<file path="config.mk">
export PLATFORM = sky130hd
export DESIGN_NAME = seq_div_sel
export DESIGN_NICKNAME = d
export VERILOG_FILES = /design/src/rtl/div_pkg.sv /design/src/rtl/div_step.sv /design/src/rtl/seq_div_sel.sv
export SDC_FILE = /design/constraint.sdc
export NUM_CORES = 1
export LEC_CHECK = 0
export CORE_ASPECT_RATIO = 0.8
export CORE_MARGIN = 3
export CORE_UTILIZATION = 30
export CTS_BUF_LIST = sky130_fd_sc_hd__clkbuf_4
export DETAILED_ROUTE_END_ITERATION = 6
export PLACE_DENSITY = 0.5
export SLEW_MARGIN = 20
export SYNTH_ARGS = -nofsm -noshare
export SYNTH_HDL_FRONTEND = slang
export SYNTH_SLANG_ARGS = --single-unit
</file>
<file path="constraint.sdc">
create_clock -name clk -period 4.42 [get_ports clk]
set_input_delay 0.663 -clock clk [delete_from_list [all_inputs] [get_ports clk]]
set_output_delay 0.663 -clock clk [all_outputs]
set_load 0.01 [all_outputs]
</file>
<file path="src/rtl/div_pkg.sv">
// Shared types and constants for the selectable-operand sequential divider.
package div_pkg;

  localparam int unsigned WIDTH_DEF = 8;

  typedef enum logic [1:0] {
    IDLE = 2'b00,
    DIV  = 2'b01,
    DONE = 2'b10
  } state_t;

  // Operand-pair encodings: first letter is the dividend, second the divisor.
  localparam logic [1:0] SEL_AB = 2'b00;
  localparam logic [1:0] SEL_BC = 2'b01;
  localparam logic [1:0] SEL_CD = 2'b10;
  localparam logic [1:0] SEL_DA = 2'b11;

endpackage

</file>
<file path="src/rtl/div_step.sv">
// One restoring-division iteration: shift in the next dividend bit, subtract
// the divisor if it fits, and report the resulting quotient bit.
module div_step
  import div_pkg::*;
#(
  parameter int unsigned WIDTH = WIDTH_DEF
) (
  input  logic [WIDTH:0]   rem_in,
  input  logic             dividend_bit,
  input  logic [WIDTH-1:0] divisor,
  output logic [WIDTH:0]   next_rem_c,
  output logic             q_bit_c
);

  logic [WIDTH+1:0] shifted_c;

  always_comb begin
    shifted_c  = {rem_in, dividend_bit};
    q_bit_c    = (shifted_c >= {2'b00, divisor});
    next_rem_c = q_bit_c ? (WIDTH+1)'(shifted_c - {2'b00, divisor})
                         : (WIDTH+1)'(shifted_c);
  end

endmodule

</file>
<file path="src/rtl/seq_div_sel.sv">
// Sequential unsigned restoring divider with a 4-way operand-pair selector.
// Results appear WIDTH cycles after acceptance; a zero divisor short-circuits.
module seq_div_sel
  import div_pkg::*;
#(
  parameter int unsigned WIDTH = WIDTH_DEF
) (
  input  logic             clk,
  input  logic             rst_n,
  input  logic             start,
  input  logic [WIDTH-1:0] A,
  input  logic [WIDTH-1:0] B,
  input  logic [WIDTH-1:0] C,
  input  logic [WIDTH-1:0] D,
  input  logic [1:0]       select,
  output logic             busy,
  output logic             done,
  output logic [WIDTH-1:0] out,
  output logic [WIDTH-1:0] rem,
  output logic             error
);

  localparam int unsigned CW = $clog2(WIDTH) + 1;

  state_t           state;
  logic [CW-1:0]    cnt;
  logic [WIDTH-1:0] divisor_q;
  logic [WIDTH-1:0] quo_q;
  logic [WIDTH:0]   prem_q;

  logic [WIDTH-1:0] dividend_c;
  logic [WIDTH-1:0] divisor_c;
  logic [WIDTH:0]   step_rem_c;
  logic             step_q_c;

  // Operand-pair selection
  always_comb begin
    dividend_c = A;
    divisor_c  = B;
    case (select)
      SEL_AB: begin dividend_c = A; divisor_c = B; end
      SEL_BC: begin dividend_c = B; divisor_c = C; end
      SEL_CD: begin dividend_c = C; divisor_c = D; end
      SEL_DA: begin dividend_c = D; divisor_c = A; end
      default: ;
    endcase
  end

  div_step #(.WIDTH(WIDTH)) u_step (
    .rem_in       (prem_q),
    .dividend_bit (quo_q[WIDTH-1]),
    .divisor      (divisor_q),
    .next_rem_c   (step_rem_c),
    .q_bit_c      (step_q_c)
  );

  // Control FSM; the dividend register doubles as the quotient shift register
  always_ff @(posedge clk or negedge rst_n) begin
    if (!rst_n) begin
      state     <= IDLE;
      cnt       <= '0;
      divisor_q <= '0;
      quo_q     <= '0;
      prem_q    <= '0;
      busy      <= 1'b0;
      done      <= 1'b0;
      out       <= '0;
      rem       <= '0;
      error     <= 1'b0;
    end else begin
      done <= 1'b0;
      case (state)
        IDLE, DONE: begin
          if (start) begin
            cnt <= '0;
            if (divisor_c == '0) begin
              state <= DONE;
              out   <= '0;
              rem   <= '0;
              error <= 1'b1;
              done  <= 1'b1;
            end else begin
              state     <= DIV;
              busy      <= 1'b1;
              divisor_q <= divisor_c;
              quo_q     <= dividend_c;
              prem_q    <= '0;
            end
          end else begin
            state <= IDLE;
          end
        end
        DIV: begin
          prem_q <= step_rem_c;
          quo_q  <= {quo_q[WIDTH-2:0], step_q_c};
          cnt    <= cnt + CW'(1);
          if (cnt == CW'(WIDTH - 1)) begin
            state <= DONE;
            busy  <= 1'b0;
            done  <= 1'b1;
            out   <= {quo_q[WIDTH-2:0], step_q_c};
            rem   <= step_rem_c[WIDTH-1:0];
            error <= 1'b0;
          end
        end
        default: begin
          state <= IDLE;
          busy  <= 1'b0;
        end
      endcase
    end
  end

endmodule
</file>
==> out/results.ini, run 1 <==
[status]
status = complete, no violations

[power_and_ir_drop]
peakVddDrop_v = 0.000189
p_leak_uw = 0.00149
total_power_uw = 2620
power.density_nw_per_um2 = 728

[timing]
rsz0062_at_grt = no
clock-skew-final_ns = 0.00695
finalCriticalPeriod_ns = 3.11
fmax_ghz = 0.322
hold_viol = 0
final-setup-viol-count = 0
period_share_pct = 70.4
tightest_slew_ns = 0.942
hold_slack_ns = 0.376
drv_slew = 0
relSlewSlack_pct = 37.2
final.setup.tns_ns = 0

[logic_synthesis]
postSynth.asyncResetShare_pct = 100
syn_inst = 267
synth_edf_count = 0
synth_flop_cell = dfrtp_1
syn_area_sq_um = 2920
yosys.cell_types.count = 44
synth_nets = 314
ys_seq_area_share_pct = 42.9
ys_seq_elements = 50
yosysWarnings = 0
syn-mean-instance-area_sq_um = 10.9

[global_route]
grt_max_degree = 51
grtUsageTotal_pct = 13.5
gr-total-overflow = 0
grt_pass1_wl_microns = 11600
grt_pass1_vias = 2279
antenna_found_initial = 0

[finish]
final_area_sq_um = 3600
antennaDiodeCount = 0
mostFrequentLayoutCell = clkdlybuf4s50_1
drive_gt1_share_pct = 12.9
fillers = 934
final_core_util_pct = 38.9
nets = 364
areaGrowthSynthToFinish_pct = 23.4
final_cell_mix = 54 x clkdlybuf4s50_1, 50 x dfrtp_1, 39 x nand2_1, 16 x mux4_2, 14 x inv_1

[cts]
postCtsSetupBuffers = 0
clock_latency_ns = 0.36
path_clk_slew_ns = 0.15
htreeDepth = 2
root_buffer = clkbuf_4
numClockSinks = 50
clk_path_buf_depth = 2
numCtsBuffers = 5
cts_tree = yes
cts_hold_buf = 0
cts_resized = 0

[place]
gp_routability_congestion = 0.765
dp_hpwl_microns = 5250
port_buffers = 55
dpl-instance-area_sq_um = 3550

[drt]
wl_microns = 6900
route.antenna.remaining_nets = 0
wl_per_cell_microns = 15.9
via_per_inst = 5.04
first_pass_iters = 4
drc = 0
drtIter0Drc = 124
dr_total_vias = 2182

[critical_path]
cp_cell_sequence = clkdlybuf4s50_1 -> buf_4 -> mux4_2 -> or4_1 -> o21a_2 -> a221o_1
worstSetupPathType = input pin to register
cp_data_required_time_ns = 4.69
critPathSlowestCell = clkdlybuf4s50_1
reg2reg_depth = 9
critPathLaunchType = input pin
end_kind = register
max_stage_delay_ns = 0.86
critPathMaxFanout = 27
worstPathArrival_ns = 3.38

[floorplan]
fp.coreArea_sq_um = 9270
die-area_sq_um = 11000
dieWidth_microns = 116
start_util_pct = 31.5
die-height_microns = 94.2
rows = 31
io_pins = 56

[hold_path]
hold_path.class = input pin to async pin

[flow_run]
drv_cap = 0

-- critical path, delay by kind of cell --
family	cells	cell delay (ns)
compound gates	2	0.82
buf+inv	2	1.12
mux	1	0.31
simple gates	1	0.45
-- sequential cells by signal, indices dropped and copies added (netlist names) --
| name | count |
|---|---|
| state | 2 |
| prem_q | 9 |
| out | 8 |
| cnt | 4 |
| busy | 1 |
| divisor_q | 8 |
| quo_q | 8 |
| error | 1 |
| done | 1 |
| rem | 8 |
-- power breakdown --
group | leakage, uW | switching (uW) | internal, uW | total (uW)
Combinational | 0.000844 | 814 | 774 | 1590
Clock | 0.0000303 | 151 | 60.0 | 211
Sequential | 0.000616 | 149 | 677 | 826
-- Yosys cell counts, drive strengths merged (2+ instances only) --
cell type,count,area (sq um)
o21bai,2,15.0
a21oi,11,58.8
mux4,16,360
xnor2,6,52.6
o2bb2ai,3,26.3
o311a,2,20.0
o22ai,7,43.8
nand2b,6,37.5
nand3,3,15.0
clkbuf,9,33.8
nand3b,2,15.0
ha,9,113
nand2,39,146
dfrtp,50,1250
nor2,9,43.8
mux2i,7,70.1
or4,2,15.0
a22o,13,114
nand4,3,18.8
buf,8,63.8
nand4b,2,17.5
o21ai,21,105
inv,14,52.6
a22oi,5,52.6
nor2b,3,18.8
mux2,5,56.3
-- final cells by class --
type,instances,area [sq um],share of cell area (%)
tap,115,144,3.99
clock inverter,3,16.3,0.451
inverter,14,52.6,1.46
timing repair buffer,60,583,16.2
sequential,50,1250,34.7
clock buffer,5,37.5,1.04
multi-input combinational,186,1520,42.2
-- metrics by stage --
stage,cells,worst slack (ns)
3_5_place_dp,425,0.597
5_1_grt,433,1.16
2_1_floorplan,267,1.68
6_report,433,1.31
4_1_cts,433,1.01
3_3_place_gp,425,0.640
-- final timing paths --
| check | startpoint | slack [ns] | endpoint |
|---|---|---|---|
| setup / recovery | select[1] | 1.31 | quo_q[0] |
| hold / removal | rst_n | 0.38 | done |
| setup reg to reg | quo_q[7] | 1.54 | rem[7] |
| hold reg to reg | out[0] | 0.49 | out[0] |
| max in group asynchronous | rst_n | 3.59 | prem_q[5] |
| min in group clk | out[0] | 0.49 | out[0] |
-- cell families after synthesis --
kind of cell / count (synthesis) / share of synthesized area (%)
multiplexers: 28 / 16.7
buffers and inverters: 31 / 5.14
AND/OR/NAND/NOR: 73 / 12.6
flip-flops: 50 / 42.9
AO/OA/AOI/OAI: 69 / 16.3
adder cells (fa/ha/maj): 10 / 4.54
XOR/XNOR: 6 / 1.80
-- metal layers --
layer	GRT usage, %	share of wire (%)	up-vias
li1	-	-	1090
met4	3.00	0.88	0
met3	3.35	5.5	7
met5	0	0	-
met1	20.9	53	1030
met2	18.9	40	55
Power figures use the tool's default switching activity.
==> inputs of run 2 (changes only) <==
PLACE_DENSITY = 0.52   (was 0.5)
clock period = 2.8 ns   (was 4.42 ns; I/O delays follow)
==> out/results.ini, run 2 (synthesized netlist as in run 1, its figures left out) <==
[floorplan]
die-height_microns = 94.2  ; unchanged
die-area_sq_um = 11000  ; unchanged
dieWidth_microns = 116  ; unchanged
rows = 31  ; unchanged
io_pins = 56  ; unchanged
start_util_pct = 31.5  ; unchanged
fp.coreArea_sq_um = 9270  ; unchanged

[timing]
tightest_slew_ns = 0.896  ; -0.0460 ns
drv_slew = 0  ; unchanged
relSlewSlack_pct = 40.2  ; +3.1 points
clock-skew-final_ns = 0.0172  ; +0.0103 ns
finalCriticalPeriod_ns = 2.62
period_share_pct = 93.5
fmax_ghz = 0.382
hold_slack_ns = 0.00784  ; -0.368 ns
final.setup.tns_ns = 0  ; unchanged
final-setup-viol-count = 0  ; unchanged
hold_viol = 0  ; unchanged
rsz0062_at_grt = no
layout_setup_ws_ns = 0.183  ; -1.13 ns

[cts]
htreeDepth = 2  ; unchanged
root_buffer = clkbuf_4
numCtsBuffers = 5  ; unchanged
cts_hold_buf = 0  ; unchanged
cts_resized = 0  ; unchanged
postCtsSetupBuffers = 0  ; unchanged
clock_latency_ns = 0.37  ; about the same
cts_tree = yes
path_clk_slew_ns = 0.14  ; about the same
clk_path_buf_depth = 2  ; unchanged
numClockSinks = 50  ; unchanged

[critical_path]
cp_data_required_time_ns = 3.07  ; -1.62 ns
worstSetupPathType = input pin to register
timing.rr.end = rem[0]
max_stage_delay_ns = 0.57  ; -0.29 ns
end_kind = register
worstPathArrival_ns = 2.89  ; -0.49 ns
cp_cell_sequence = clkdlybuf4s50_1 -> buf_12 -> mux4_2 -> or4_1 -> nor2_2 -> a21oi_2 -> a22o_1
reg2reg_setup_slack_ns = 0.42  ; -1.12 ns
critPathLaunchType = input pin
critPathSlowestCell = or4_1
critPathMaxFanout = 18  ; -33%
crit_buf_inv = 2  ; unchanged
r2r-start = quo_q[7]
reg2reg_depth = 10  ; +1
cp_top_family = simple AND/OR/NAND/NOR gates

[finish]
regMostFlops = prem_q
drive_gt1_share_pct = 16.9  ; +4.0 points
areaGrowthSynthToFinish_pct = 28.6
mostFrequentLayoutCell = clkdlybuf4s50_1
nets = 379  ; +4.1%
final_cell_mix = 54 x clkdlybuf4s50_1, 50 x dfrtp_1, 39 x nand2_1, 17 x buf_4, 16 x mux4_2
largest_reg_flops = 9  ; unchanged

[power_and_ir_drop]
power.density_nw_per_um2 = 1130  ; +56%
p_leak_uw = 0.00157  ; +5.4%
peakVddDrop_v = 0.000327  ; +73%

[flow_run]
drv_cap = 0  ; unchanged

[global_route]
grt_max_degree = 24  ; -53%
antenna_found_initial = 0  ; unchanged
grtUsageTotal_pct = 13.7  ; +0.17 points
grt_pass1_vias = 2293  ; +0.61%
grt_pass1_wl_microns = 12000  ; +3.0%
gr-total-overflow = 0  ; unchanged

[drt]
drc = 0  ; unchanged
wl_per_cell_microns = 15.6  ; -2.0%
route.antenna.remaining_nets = 0  ; unchanged
drtIter0Drc = 141  ; +14%
dr_total_vias = 2291  ; +5.0%
first_pass_iters = 4  ; unchanged
via_per_inst = 5.11  ; +1.5%
wl_microns = 6990  ; +1.3%

[place]
dp_hpwl_microns = 5660  ; +7.7%
port_buffers = 55  ; unchanged
place_ws_ns = -0.236  ; -0.833 ns
gp_routability_congestion = 0.809  ; +5.8%

[status]
status = complete, no violations

[hold_path]
hold_path.class = input pin to async pin

==> run 2: changes by cell type in the layout (fill, tap and decap cells not counted) <==
cell / delta
clkinv_4: -1
diode_2: +1
o21a_2: -1
clkinvlp_4: +2
clkinv_1: -2
o21a_1: +1
buf_4: +12
buf_12: +3
==> run 2: metal layers <==
metal	share of wire [%]	GRT usage [%]
met2	41	19.2
met1	53	21.2
met3	5.2	3.09
met4	0.93	2.90
met5	0	0
==> run 2: cell type report <==
type                    instances  area [sq um]
inverters                      14          52.6
multi-input cells             186          1520
clock buffers                   5          37.5
flip-flops and latches         50          1250
fillers                       909          5520
repair buffers                 75           733
clock inverters                 2          15.0
well taps                     115           144
diodes                          1          2.50
==> run 2: metrics by stage <==
step,cells,utilization (%),instance area [sq um],total power [uW]
final,448,40.5,3750,4260
after global routing,447,40.5,3750,4690
after CTS,447,40.5,3750,4310
after detailed placement,440,39.9,3700,3980
after global placement,440,39.9,3700,3930
after floorplan,267,-,2920,3100
==> run 2: report_power, final <==
part           total [uW]  internal [uW]  switching [uW]
clock network         327           93.2             234
logic                2620           1320            1290
registers            1320           1070             247
total                4260           2480            1780
==> run 2: worst max path at each step <==
stage                     endpoint       from  slack [ns]  cells after the start
after floorplan             out[5]  select[1]        0.30                      8
after global placement      rem[7]  select[0]       -0.21                      7
final                       rem[7]  select[0]        0.18                      7
after CTS                   rem[7]  select[0]        0.18                      7
after detailed placement    rem[7]  select[0]       -0.24                      7
after global routing        rem[7]  select[0]        0.07                      7
==> run 2: worst register-to-register path: cells and delay by family (launching register included) <==
family          cells  cell delay (ns)
compound gates      3             0.52
fa+ha+maj           2             0.61
buf+inv             2             0.27
flops               1             0.39
mux                 1             0.29
simple gates        2             0.25
==> inputs of run 3 (changes only) <==
MAX_ROUTING_LAYER = met4   (was default)
==> out/results.ini, run 3 (synthesized netlist as in run 1, its figures left out) <==
[place]
port_buffers = 55  ; unchanged
gp_routability_congestion = 0.821  ; +1.5%
place_ws_ns = -0.236  ; unchanged
dp_hpwl_microns = 5660  ; unchanged

[drt]
drc = 0  ; unchanged
first_pass_iters = 4  ; unchanged
dr_total_vias = 2289  ; -0.087%
via_per_inst = 5.12  ; +0.14%
route.antenna.remaining_nets = 0  ; unchanged
wl_per_cell_microns = 15.6  ; +0.20%
wl_microns = 6990  ; about the same
drtIter0Drc = 134  ; -5.0%

[finish]
areaGrowthSynthToFinish_pct = 28.5  ; about the same
nets = 379  ; unchanged
mostFrequentLayoutCell = clkdlybuf4s50_1
drive_gt1_share_pct = 16.9  ; unchanged
largest_reg_flops = 9  ; unchanged
final_cell_mix = 54 x clkdlybuf4s50_1, 50 x dfrtp_1, 39 x nand2_1, 17 x buf_4, 16 x mux4_2
antennaDiodeCount = 0  ; -1
regMostFlops = prem_q
fillers = 910  ; +0.11%

[timing]
layout_setup_ws_ns = 0.181  ; -0.00218 ns
hold_viol = 0  ; unchanged
period_share_pct = 93.6  ; about the same
final-setup-viol-count = 0  ; unchanged
tightest_slew_ns = 0.897  ; +0.000809 ns
clock-skew-final_ns = 0.0168  ; -0.000444 ns
drv_slew = 0  ; unchanged
rsz0062_at_grt = no
fmax_ghz = 0.382  ; about the same
finalCriticalPeriod_ns = 2.62  ; +0.00218 ns
relSlewSlack_pct = 40.2  ; -0.054 points

[cts]
clock_latency_ns = 0.37  ; about the same
numCtsBuffers = 5  ; unchanged
cts_hold_buf = 0  ; unchanged
clk_path_buf_depth = 2  ; unchanged
htreeDepth = 2  ; unchanged
root_buffer = clkbuf_4
numClockSinks = 50  ; unchanged
path_clk_slew_ns = 0.14  ; about the same
cts_tree = yes
postCtsSetupBuffers = 0  ; unchanged
cts_resized = 0  ; unchanged

[critical_path]
critPathSlowestCell = or4_1
reg2reg_setup_slack_ns = 0.42  ; about the same
critPathLaunchType = input pin
worstPathArrival_ns = 2.89  ; about the same
timing.rr.end = rem[0]
end_kind = register
cp_cell_sequence = clkdlybuf4s50_1 -> buf_12 -> mux4_2 -> or4_1 -> nor2_2 -> a21oi_2 -> a22o_1
reg2reg_depth = 10  ; unchanged
r2r-start = quo_q[7]
max_stage_delay_ns = 0.57  ; about the same
cp_data_required_time_ns = 3.07  ; about the same
worstSetupPathType = input pin to register
critPathMaxFanout = 18  ; unchanged

[global_route]
grt_max_degree = 24  ; unchanged
gr-total-overflow = 0  ; unchanged
antenna_found_initial = 0  ; unchanged
grtUsageTotal_pct = 14.1  ; +0.36 points
grt_pass1_vias = 2291  ; -0.087%
grt_pass1_wl_microns = 12000  ; about the same

[floorplan]
dieWidth_microns = 116  ; unchanged
rows = 31  ; unchanged
die-height_microns = 94.2  ; unchanged
die-area_sq_um = 11000  ; unchanged
io_pins = 56  ; unchanged
start_util_pct = 31.5  ; unchanged
fp.coreArea_sq_um = 9270  ; unchanged

[flow_run]
drv_cap = 0  ; unchanged

[power_and_ir_drop]
peakVddDrop_v = 0.000327  ; about the same
power.density_nw_per_um2 = 1140  ; about the same
total_power_uw = 4260  ; about the same
p_leak_uw = 0.00157  ; about the same

[hold_path]
hold_path.class = input pin to async pin

[status]
status = complete, no violations

==> run 3: cell type report <==
| class | instances | area, sq um | area share [%] |
|---|---|---|---|
| clock buffer | 5 | 37.5 | 1.00 |
| sequential | 50 | 1250 | 33.4 |
| multi-input combinational | 186 | 1520 | 40.5 |
| inverter | 14 | 52.6 | 1.40 |
| clock inverter | 2 | 15.0 | 0.400 |
| timing repair buffer | 75 | 733 | 19.5 |
| tap | 115 | 144 | 3.84 |
==> run 3: worst max path at each step <==
stage / startpoint / to / slack, ns / cells after the start
6_report: select[0] / rem[7] / 0.18 / 7
5_1_grt: select[0] / rem[7] / 0.07 / 7
4_1_cts: select[0] / rem[7] / 0.18 / 7
3_5_place_dp: select[0] / rem[7] / -0.24 / 7
3_3_place_gp: select[0] / rem[7] / -0.21 / 7
2_1_floorplan: select[1] / out[5] / 0.30 / 8
==> run 3: critical path: cells and delay by family <==
kind | cells | cell delay [ns]
buffers and inverters | 2 | 0.66
AOI/OAI and AO/OA | 2 | 0.55
muxes | 1 | 0.52
and+or+nand+nor | 2 | 0.73
==> run 3: metal layers <==
metal  vias to the layer above  part of all wire, %  GRT usage [%]  wire length, microns
met4                         0                 0.70           2.90                    49
met1                      1117                   54           21.5                  3740
met2                        59                   41           19.2                  2880
met5                         -                    0              -                     0
met3                         5                  4.5           2.58                   315
li1                       1108                    -              -                     -
==> run 3: where the power goes <==
part	total [uW]	internal (uW)	switching, uW
clock	325	93.2	232
combinational	2620	1320	1290
sequential	1320	1070	248
total	4260	2480	1770
==> run 3: through the flow <==
stage	area, sq um	std cells	util, %	hold WS [ns]	TNS [ns]
5_1_grt	3750	447	40.5	0.0140	0
3_3_place_gp	3700	440	39.9	0.426	-5.43
4_1_cts	3750	447	40.5	0.0105	0
6_report	3750	447	40.5	0.0129	0
3_5_place_dp	3700	440	39.9	0.428	-6.34
2_1_floorplan	2920	267	-	0.124	0
